==> src/rtl/handshake_responder_pkg.sv <==
// Shared handshake definitions: state encoding common to the initiator and
// responder FSMs, default timing constants and a counter-width helper.
package hs_pkg;

    typedef enum logic [1:0] {
        IDLE    = 2'd0,
        SERVICE = 2'd1,
        ACK     = 2'd2
    } hs_state_t;

    localparam int HS_SYNC_STAGES    = 2;
    localparam int HS_SERVICE_CYCLES = 4;
    localparam int HS_TIMEOUT_CYCLES = 1024;
    localparam int HS_CNT_W          = 8;

    // Bits needed to hold 0..n-1, never less than one bit.
    function automatic int cnt_width(input int n);
        int w;
        w = $clog2(n);
        return (w > 0) ? w : 1;
    endfunction

endpackage

==> src/rtl/handshake_responder_if.sv <==
// Four-phase request/acknowledge link between initiator (devA) and responder (devB).
interface handshake_responder_if;

    // devA rises to request; devB rises once the request is served; devA
    // falls only after devB is seen high; devB falls only after devA is seen
    // low. Either side may be asynchronous to the other's clock.
    logic devA;
    logic accept;
    logic devB;

    modport master (
        output devA,
        output accept,
        input  devB
    );

    modport slave (
        input  devA,
        input  accept,
        output devB
    );

endinterface

==> src/rtl/handshake_responder_sync_bit.sv <==
// Multi-flop synchronizer for one asynchronous level, cleared by async reset.
module sync_bit
    import hs_pkg::*;
#(
    parameter int SYNC_STAGES = HS_SYNC_STAGES
) (
    input  logic clk,
    input  logic rst_n,
    input  logic d,
    output logic q
);

    localparam int N = (SYNC_STAGES < 2) ? 2 : SYNC_STAGES;

    logic [N-1:0] stages;

    always_ff @(posedge clk or negedge rst_n) begin
        if (!rst_n) begin
            stages <= '0;
        end else begin
            stages <= {stages[N-2:0], d};
        end
    end

    assign q = stages[N-1];

endmodule

==> src/rtl/handshake_responder.sv <==
// Device-B responder: serves a synchronized devA request for a minimum period,
// waits for a local accept, acknowledges on devB and releases after devA falls.
module handshake_responder
    import hs_pkg::*;
#(
    parameter int SYNC_STAGES    = HS_SYNC_STAGES,
    parameter int SERVICE_CYCLES = HS_SERVICE_CYCLES,
    parameter int TIMEOUT_CYCLES = HS_TIMEOUT_CYCLES,
    parameter int CNT_W          = HS_CNT_W
) (
    input  logic             clk,
    input  logic             rst_n,
    handshake_responder_if.slave hs,
    output logic             LED_devA,
    output logic             LED_ack,
    output logic [CNT_W-1:0] xfer_count,
    output logic             err,
    output hs_state_t        state
);

    localparam int SVC_MAX = (SERVICE_CYCLES < 1) ? 1 : SERVICE_CYCLES;
    localparam int SVC_W   = cnt_width(SVC_MAX);
    localparam int TO_W    = cnt_width(TIMEOUT_CYCLES);

    localparam logic [SVC_W-1:0] SVC_LOAD = SVC_W'(SVC_MAX - 1);
    localparam logic [TO_W-1:0]  TO_LAST  = TO_W'((TIMEOUT_CYCLES > 0) ? TIMEOUT_CYCLES - 1 : 0);
    localparam bit               TO_EN    = (TIMEOUT_CYCLES != 0);

    logic devA_s;
    logic accept_s;

    hs_state_t        state_next;
    logic [SVC_W-1:0] svc_cnt;
    logic [SVC_W-1:0] svc_next;
    logic [TO_W-1:0]  to_cnt;
    logic [TO_W-1:0]  to_next;
    logic             cnt_inc;
    logic             err_set;
    logic             devB_q;

    sync_bit #(.SYNC_STAGES(SYNC_STAGES)) u_sync_devA (
        .clk   (clk),
        .rst_n (rst_n),
        .d     (hs.devA),
        .q     (devA_s)
    );

    sync_bit #(.SYNC_STAGES(SYNC_STAGES)) u_sync_accept (
        .clk   (clk),
        .rst_n (rst_n),
        .d     (hs.accept),
        .q     (accept_s)
    );

    always_comb begin
        state_next = state;
        svc_next   = svc_cnt;
        to_next    = to_cnt;
        cnt_inc    = 1'b0;
        err_set    = 1'b0;
        unique case (state)
            IDLE: begin
                if (devA_s) begin
                    state_next = SERVICE;
                    svc_next   = SVC_LOAD;
                end
            end
            SERVICE: begin
                // Request withdrawn before we acknowledged it: protocol error.
                if (!devA_s) begin
                    state_next = IDLE;
                    err_set    = 1'b1;
                end else if (svc_cnt != '0) begin
                    svc_next = svc_cnt - SVC_W'(1);
                end else if (accept_s) begin
                    state_next = ACK;
                    to_next    = '0;
                end
            end
            ACK: begin
                if (!devA_s) begin
                    state_next = IDLE;
                    cnt_inc    = 1'b1;
                end else if (TO_EN && (to_cnt == TO_LAST)) begin
                    // Initiator is stuck high; flag it but keep acknowledging.
                    err_set = 1'b1;
                end else if (TO_EN) begin
                    to_next = to_cnt + TO_W'(1);
                end
            end
            default: begin
                state_next = IDLE;
            end
        endcase
    end

    always_ff @(posedge clk or negedge rst_n) begin
        if (!rst_n) begin
            state      <= IDLE;
            svc_cnt    <= '0;
            to_cnt     <= '0;
            devB_q     <= 1'b0;
            xfer_count <= '0;
            err        <= 1'b0;
        end else begin
            state   <= state_next;
            svc_cnt <= svc_next;
            to_cnt  <= to_next;
            devB_q  <= (state_next == ACK);
            if (cnt_inc) begin
                xfer_count <= xfer_count + CNT_W'(1);
            end
            if (err_set) begin
                err <= 1'b1;
            end
        end
    end

    assign hs.devB  = devB_q;
    assign LED_ack  = devB_q;
    assign LED_devA = devA_s;

endmodule
==> src/flat_wrapper.sv <==
// flat-port wrapper written by rule: the top's interface ports become plain ports
module handshake_responder_flat import hs_pkg::*;
#(
    parameter int SYNC_STAGES    = HS_SYNC_STAGES,
    parameter int SERVICE_CYCLES = HS_SERVICE_CYCLES,
    parameter int TIMEOUT_CYCLES = HS_TIMEOUT_CYCLES,
    parameter int CNT_W          = HS_CNT_W
)
  (clk, rst_n, LED_devA, LED_ack, xfer_count, err, state, hs_devA, hs_accept, hs_devB);
  handshake_responder_if hs_i ();
  input  logic clk;
  input  logic rst_n;
  output logic LED_devA;
  output logic LED_ack;
  output logic [CNT_W-1:0] xfer_count;
  output logic err;
  output hs_state_t state;
  input wire logic [$bits(hs_i.devA)-1:0] hs_devA;
  input wire logic [$bits(hs_i.accept)-1:0] hs_accept;
  output wire logic [$bits(hs_i.devB)-1:0] hs_devB;
  assign hs_i.devA = hs_devA;
  assign hs_i.accept = hs_accept;
  assign hs_devB = hs_i.devB;
  handshake_responder #(.SYNC_STAGES(SYNC_STAGES), .SERVICE_CYCLES(SERVICE_CYCLES), .TIMEOUT_CYCLES(TIMEOUT_CYCLES), .CNT_W(CNT_W)) u_core (.clk(clk), .rst_n(rst_n), .hs(hs_i), .LED_devA(LED_devA), .LED_ack(LED_ack), .xfer_count(xfer_count), .err(err), .state(state));
endmodule
==> config.mk <==
export PLATFORM = sky130hd
export DESIGN_NAME = handshake_responder_flat
export DESIGN_NICKNAME = d
export VERILOG_FILES = /design/src/rtl/handshake_responder_pkg.sv /design/src/rtl/handshake_responder_if.sv /design/src/rtl/handshake_responder_sync_bit.sv /design/src/rtl/handshake_responder.sv /design/src/flat_wrapper.sv
export SDC_FILE = /design/constraint.sdc
export NUM_CORES = 1
export LEC_CHECK = 0
export BUFFER_PORTS_ARGS = -buffer_cell sky130_fd_sc_hd__buf_2
export CELL_PAD_IN_SITES_DETAIL_PLACEMENT = 0
export CELL_PAD_IN_SITES_GLOBAL_PLACEMENT = 1
export CORE_MARGIN = 8
export CORE_UTILIZATION = 42
export CTS_BUF_LIST = sky130_fd_sc_hd__clkbuf_4
export DETAILED_ROUTE_END_ITERATION = 8
export HOLD_SLACK_MARGIN = 0.1
export PLACE_DENSITY = 0.85
export SYNTH_ARGS = -nofsm -noshare
export SYNTH_HDL_FRONTEND = slang
export SYNTH_SLANG_ARGS = --single-unit
==> constraint.sdc <==
create_clock -name clk -period 1.6 [get_ports clk]
set_input_delay 0.08 -clock clk [delete_from_list [all_inputs] [get_ports clk]]
set_output_delay 0.08 -clock clk [all_outputs]
set_load 0.005 [all_outputs]
# [Word-level counts from Yosys, hierarchy flattened]
# Index checks and enable logic that the tools add are counted.
# W data, S select, Z words.
[totals] mem_count=0 output_inout_bits=14 wordCells=49 mem_bits_rw=0 latch_bits=0 mem_bits_ro=0 ff_bits=28
[op_classes] reduce_logical=6 bitwise=0 n_addsub=3 multipliers=0 n_mux=21 n_div=0 order_cmp=0 eq_ne=11 shifts=0
[ops] op="$mux W10" n=5
[ops] op="$pmux W10 S2" n=1
[ops] op="$mux W2" n=8
[ops] op="$ne A2 B2 Y1 const B" n=6
[ops] op="$add A10 B1 Y10 const B" n=1
[ops] op="$eq A10 B10 Y1 const B" n=1
[ops] op="$add A8 B1 Y8 const B" n=1
[ops] op="$pmux W2 S3" n=1
[ops] op="$reduce_and A6 Y1" n=1
[ops] op="$reduce_bool A2 Y1" n=3
[ops] op="$eq A2 B2 Y1 const B" n=2
[ops] op="$mux W1" n=4
[ops] op="$pmux W2 S2" n=1
[ops] op="$reduce_and A4 Y1" n=1
[ops] op="$eq A2 B1 Y1 const B" n=1
[ops] op="$logic_not A2 Y1" n=1
[ops] op="$ne A2 B1 Y1 const B" n=1
[ops] op="$pmux W1 S2" n=1
[ops] op="$sub A2 B1 Y2 const B" n=1

# [Logic depth before layout (Yosys ltp)]
# Gate-level depths: netlist (run 1).
[logic_depth] ltp_word=5 mapped_depth=7

# [Hierarchy]
# A second synthesis (run 1) with hierarchy kept.
[hier_totals] cells_unflattened=138 hier_area_um2=1421.4
[by_module_without_submodules] mod="handshake_responder" area_each_um2=1321.3 seq_area_each_um2=600.6 cells_per_inst=134 n_inst=1
[by_module_without_submodules] mod="sync_bit" area_each_um2=50.0 seq_area_each_um2=50.0 cells_per_inst=2 n_inst=2

# [Worst setup path before layout (run 1)]
# Ideal clock, no wire load.
[synth_path] path_kind="register to register" from="reg u_core.state[1]" to="reg u_core.to_cnt[9]" stages_incl_launch_ff=7 slack_ns=-0.099 setup_ns=0.087 path_buffers=0 required_time_ns=1.513 arrival_time_ns=1.613 period_less_slack_ns=1.699 path_cell_list="dfrtp_1 inv_1 ha_1 a21boi_1 a2bb2oi_1 or4_1 o211ai_1"
[synth_between] elab_chain_len=3 word_cells_on_any_way=10
[synth_rtl] element="start, declared" line="handshake_responder.sv:18" rtl="output hs_state_t state"
[synth_rtl] element="start signal, assigned" line="handshake_responder.sv:106" rtl="state <= state_next;"
[synth_rtl] element="$eq A2 B2 Y1 or $eq A2 B1 Y1 (tied branches)" line="handshake_responder.sv:61" rtl="unique case (state)"
[synth_rtl] element="$ne A2 B2 Y1 (no line) or $reduce_bool A2 Y1 (tied branches)"
[synth_rtl] element="$reduce_and A6 Y1 (no line)"
[synth_rtl] element="end signal, assigned" line="handshake_responder.sv:108" rtl="to_cnt <= to_next;"
[synth_rtl] element="end, declared" line="handshake_responder.sv:35" rtl="logic [TO_W-1:0] to_cnt;"
# Several ways; a longest one is shown, not always the timed one.
# A chain may end at the register's enable or synchronous reset.

# [Worst setup path after layout (run 1)]
[layout_path] from="reg u_core.state[0]" to="reg u_core.to_cnt[7]"
# Same word-level chain as after synthesis.

==> flow_metrics.tcl, run 1 <==
set metrics [dict create \
    crit_fanout 5 \
    ant_nets 0 \
    cts_made_buffers 3 \
    dieWidth_um 74.5 \
    drcViolationCount 0 \
    overflow 0 \
    vias 1178 \
    boundaryPins 18 \
    internal_power_mw 1.54 \
    critPathLaunchType "register" \
    slew_headroom 0.585 \
    wire_per_inst_um 15.2 \
    grt_use_total 0.129 \
    placed_area_um2 1740 \
    initial_core_util 0.434 \
    switching_power_mw 0.780 \
    power_frac_seq 0.353 \
    synth_area_per_cell_um2 10.7 \
    clockBufferDepth 2 \
    via_per_inst 5.31 \
    synth_cell_types 44 \
    place.gp.congestion 0.845 \
    layoutNonFillerInstCount 222 \
    fin_tns_setup_ps -102 \
    fin_nets 188 \
    setup_ws_ps -43.6 \
    clk_pin_slew_ps 160 \
    ys_seq_area_frac 0.488 \
    fmax_mhz 608 \
    drt-initial-drc-count 51 \
    cp.required_ps 1830 \
    fin_area_um2 2030 \
    tightestPinTransition_ps 622 \
    period_share 1.03 \
    pwr_density_cell_nw_per_um2 1140 \
    timing.hold.ws_ps 284 \
    yosysWarningCount 0 \
    ir_drop_mv 0.553 \
    fin_skew_ps 6.32 \
    syn2layout_area_growth_pct 41.6 \
    grt_pass1_wl_um 5460 \
    worstPathArrival_ps 1870 \
    clock_latency_ps 330 \
    place_ws_ps -86.4 \
    maxCapViolations 0 \
    synthFlopType "dfrtp_1" \
    grt_max_degree 29 \
    num_antenna_cells 0 \
    end_kind "register" \
    cts_sinks 28 \
    combPwrFrac 0.445 \
    dieArea_um2 5550 \
    coreArea_um2 3310 \
    placed_cells 208 \
    syn_nets 145 \
    firstDrtPassIters 4 \
    drive_gt1_frac 0.415 \
    clock-root-buffer "clkbuf_4" \
    swShare 0.336 \
    hold_class "in -> async" \
    die_h_um 74.5 \
    portBuffers 17 \
    synth_seq_cells 28 \
    path_class "reg -> reg" \
    netlist_instances 134 \
    synth-edff-count 0 \
    drv_slew 0 \
    h-tree-depth 1 \
    hold_viol_final 0 \
    status "finished, violations left" \
    rsz0062_at_grt "true" \
    clock_power_share 0.202 \
    final_util 0.615 \
    row_count 21 \
    first_global_vias 1112 \
    setup_viol 4 \
    violations "negative setup slack" \
    layout_common_cells "26 x dfrtp_1, 17 x buf_2, 17 x buf_4, 9 x nand2_1" \
    min_period_ps 1640 \
    power_mw 2.32 \
    antenna_found_initial 0 \
    routed_wl_um 3380 \
    syn_area_um2 1440 \
    final_common_cell "dfrtp_1" \
    cts_tree "built" \
    async_flop_share 1.00 \
    leakage_nw 0.948 \
    r2r_slack_ps -40 \
    hpwl_um 2420 \
]
-- synthesized netlist by cell type, types with 4 or more instances --
library cell	instances	area share
dfrtp_1	28	0.49
inv_1	6	0.016
ha_1	7	0.061
o21ai_0	7	0.024
nand2_1	11	0.029
a21oi_1	5	0.017
nand3_1	4	0.014
o31ai_1	7	0.037
xnor2_1	5	0.030
nor2_1	4	0.010
nand4_1	4	0.017
-- final timing paths --
kind / startpoint / endpoint / cells after the start
setup / recovery: u_core.state[0] / u_core.to_cnt[7] / 7
hold / removal: rst_n / u_core.LED_ack / 2
setup reg to reg: u_core.state[0] / u_core.to_cnt[7] / 7
hold reg to reg: u_core.u_sync_devA.stages[0] / u_core.u_sync_devA.stages[1] / 0
max in group asynchronous: rst_n / u_core.state[1] / 2
min in group clk: u_core.u_sync_devA.stages[0] / u_core.u_sync_devA.stages[1] / 0
-- state kept, by name, summed over array words and instances (netlist names) --
signal and cells:
u_core.xfer_count 8, u_core.to_cnt 10, u_core.LED_ack 1, u_core.u_sync_accept.stages 2, u_core.err 1, u_core.u_sync_devA.stages 2
u_core.state 2, u_core.svc_cnt 2
-- timing repair --
item | 4_1_cts | 5_1_grt
pin swaps | 9 | 6
resized for setup | 19 | 13
buffers inserted | 3 | 4
hold endpoints to repair | 30 | 0
hold buffers | 3 | 0
setup endpoints to repair | 9 | 13
-- power groups by stage --
stage	Sequential (mW)	Combinational (mW)	Clock, mW
global route	0.827	1.12	0.510
global placement	0.824	0.712	0
detailed placement	0.829	0.757	0
CTS	0.821	1.00	0.481
floorplan	0.833	0.439	0
finish	0.820	1.03	0.469
-- cells by family after synthesis --
logic type,Yosys count,share of synthesized area
simple gates,42,0.180
compound gates,38,0.182
fa+ha+maj,7,0.0610
buf+inv,10,0.0314
mux,2,0.0148
flops,28,0.488
xor+xnor,7,0.0427
-- layer usage --
layer | wire, um | global-route usage | up-vias
met3 | 116 | 0.0229 | 4
met1 | 1460 | 0.164 | 581
met4 | 35 | 0.0457 | 0
met5 | 0 | 0 | -
met2 | 1780 | 0.211 | 15
li1 | - | - | 578
-- final cells by class --
cell class	instances	area, um2
Clock buffer	3	22.5
Clock inverter	1	30.0
Fill cell	281	1280
Inverter	6	27.5
Multi-Input combinational cell	96	895
Sequential cell	28	703
Tap cell	46	57.6
Timing Repair Buffer	42	299
-- worst max-delay path, stage by stage, from the launching register on --
cell	delay, ps
dfrtp_2	460
inv_4	60
ha_4	270
nand2_4	70
a2bb2oi_4	200
buf_6	130
a221oi_2	230
o31ai_1	110
(Power assumes the default switching activity.)
==> run 2: changes to the inputs <==
clock period = 1.5 ns   (was 1.6 ns; I/O delays follow)
==> run 2 against run 1 <==
- clock skew is 3.6 ps lower
- critical path type unchanged
- die area is the same
- the flow still finishes with violations (negative setup slack)
- via count grew 8.2%
- routed wire length grew 14%
- fmax down 1.3%
- core utilization increased by 4.8 points
- largest power group unchanged
- global-route usage increased by 1.2 points
- sequential cell count unchanged
- count of clock-buffer cells in the layout is the same
- setup slack worse by 120 ps
- non-clock buffer count up 9
==> flow_metrics.tcl, run 2 (synthesized netlist as in run 1, its figures left out) <==
set metrics [dict create \
    largest_register_ffs 10 \
    drcViolationCount 0 \
    clock_latency_ps 330 \
    violations "negative setup slack" \
    cp.required_ps 1760 \
    critPathLaunchType "register" \
    grt_pass1_wl_um 5990 \
    final_common_cell "dfrtp_1" \
    end_kind "register" \
    routed_wl_um 3870 \
    vias 1275 \
    dieArea_um2 5550 \
    fmax_mhz 600 \
    maxCapViolations 0 \
    fin_area_um2 2190 \
    top_regs "u_core.to_cnt (10), u_core.xfer_count (8)" \
    hpwl_um 2270 \
    first_global_vias 1270 \
    ant_nets 0 \
    syn2layout_area_growth_pct 52.7 \
    status "finished, violations left" \
    h-tree-depth 1 \
    setup_ws_ps -166 \
    overflow 0 \
    clock-root-buffer "clkbuf_4" \
    cts_tree "built" \
    pwr_density_cell_nw_per_um2 1260 \
    ir_drop_mv 0.793 \
    crit_fanout 5 \
    hold_viol_final 0 \
    antenna_found_initial 0 \
    leakage_nw 1.01 \
    min_period_ps 1670 \
    clk_pin_slew_ps 160 \
    firstDrtPassIters 7 \
    grt_use_total 0.141 \
    grt_max_degree 29 \
    die_h_um 74.5 \
    rsz0062_at_grt "true" \
    coreArea_um2 3310 \
    layout_common_cells "25 x dfrtp_1, 21 x buf_4, 17 x buf_2, 10 x buf_6, 9 x nand2_1" \
    row_count 21 \
    initial_core_util 0.434 \
    num_antenna_cells 0 \
    period_share 1.11 \
    dieWidth_um 74.5 \
    clockBufferDepth 2 \
    fin_nets 198 \
    boundaryPins 18 \
    drt-initial-drc-count 49 \
    place_ws_ps -226 \
    path_class "reg -> reg" \
    placed_area_um2 1790 \
    worstPathArrival_ps 1920 \
    top_register "u_core.to_cnt" \
    slew_headroom 0.581 \
    fin_skew_ps 2.76 \
    final_util 0.663 \
    cts_made_buffers 3 \
    setup_viol 14 \
    cts_sinks 28 \
    hold_class "in -> async" \
    drive_gt1_frac 0.505 \
    place.gp.congestion 0.869 \
    fin_tns_setup_ps -1390 \
    via_per_inst 5.50 \
    wire_per_inst_um 16.7 \
    portBuffers 17 \
    drv_slew 0 \
    tightestPinTransition_ps 628 \
]
run 2: cell types whose count changed in the layout (fill, tap and decap cells not counted), moves of 2 or more:
cell and delta:
o31ai_2 +3, buf_6 +5, o21ai_1 -2, o31ai_1 -3, ha_2 +2, ha_1 -2, buf_4 +4
run 2: path summary, 6_finish.rpt:
| path | start | end | slack, ps | cells past startpoint |
|---|---|---|---|---|
| max in group asynchronous | rst_n | u_core.to_cnt[3] | 790 | 2 |
| setup reg to reg | u_core.state[1] | u_core.to_cnt[3] | -170 | 7 |
| setup / recovery | u_core.state[1] | u_core.to_cnt[3] | -170 | 7 |
| hold reg to reg | u_core.u_sync_devA.stages[0] | u_core.u_sync_devA.stages[1] | 370 | 0 |
| min in group clk | hs_devA | u_core.u_sync_devA.stages[0] | 370 | 2 |
| hold / removal | rst_n | u_core.svc_cnt[0] | 270 | 2 |
run 2: report_power, final:
part	total (mW)	switching [mW]	leakage, nW	internal (mW)
clock	0.504	0.234	0.0279	0.271
sequential	0.872	0.0566	0.363	0.815
combinational	1.38	0.658	0.617	0.722
total	2.76	0.948	1.01	1.81
run 2: final cells by class:
cell class,instances,area (um2)
clock inverter,1,30.0
sequential,28,704
clock buffer,3,22.5
fill,254,1120
tap,46,57.6
multi-input combinational,97,966
timing repair buffer,51,385
inverter,6,27.5
run 2: critical path: stages (launching register included):
cell and delay, ps:
dfrtp_2 460, inv_4 80, ha_4 160, a21boi_4 270, a2bb2oi_4 290, buf_4 190, o31ai_4 60, o31ai_2 60
run 2: stage by stage:
stage	hold WS, ps	power [mW]	instances
3_3_place_gp	119	1.71	213
2_1_floorplan	-221	1.39	134
3_5_place_dp	130	1.74	213
5_1_grt	318	2.89	232
4_1_cts	277	2.56	226
6_report	266	2.76	232
run 2: routing by layer:
metal | part of all wire | vias to the layer above | track usage
li1 | - | 604 | -
met1 | 0.41 | 627 | 0.159
met2 | 0.52 | 33 | 0.254
met3 | 0.034 | 11 | 0.0175
met4 | 0.033 | 0 | 0.0674
met5 | 0 | - | 0
run 2: what timing repair did:
item,4_1_cts,5_1_grt
gates resized for setup,19,27
pin swaps,6,17
setup buffers,6,5
hold buffers,3,0
endpoints found under the setup margin,12,17
endpoints found under the hold margin,30,0
gates cloned,1,1
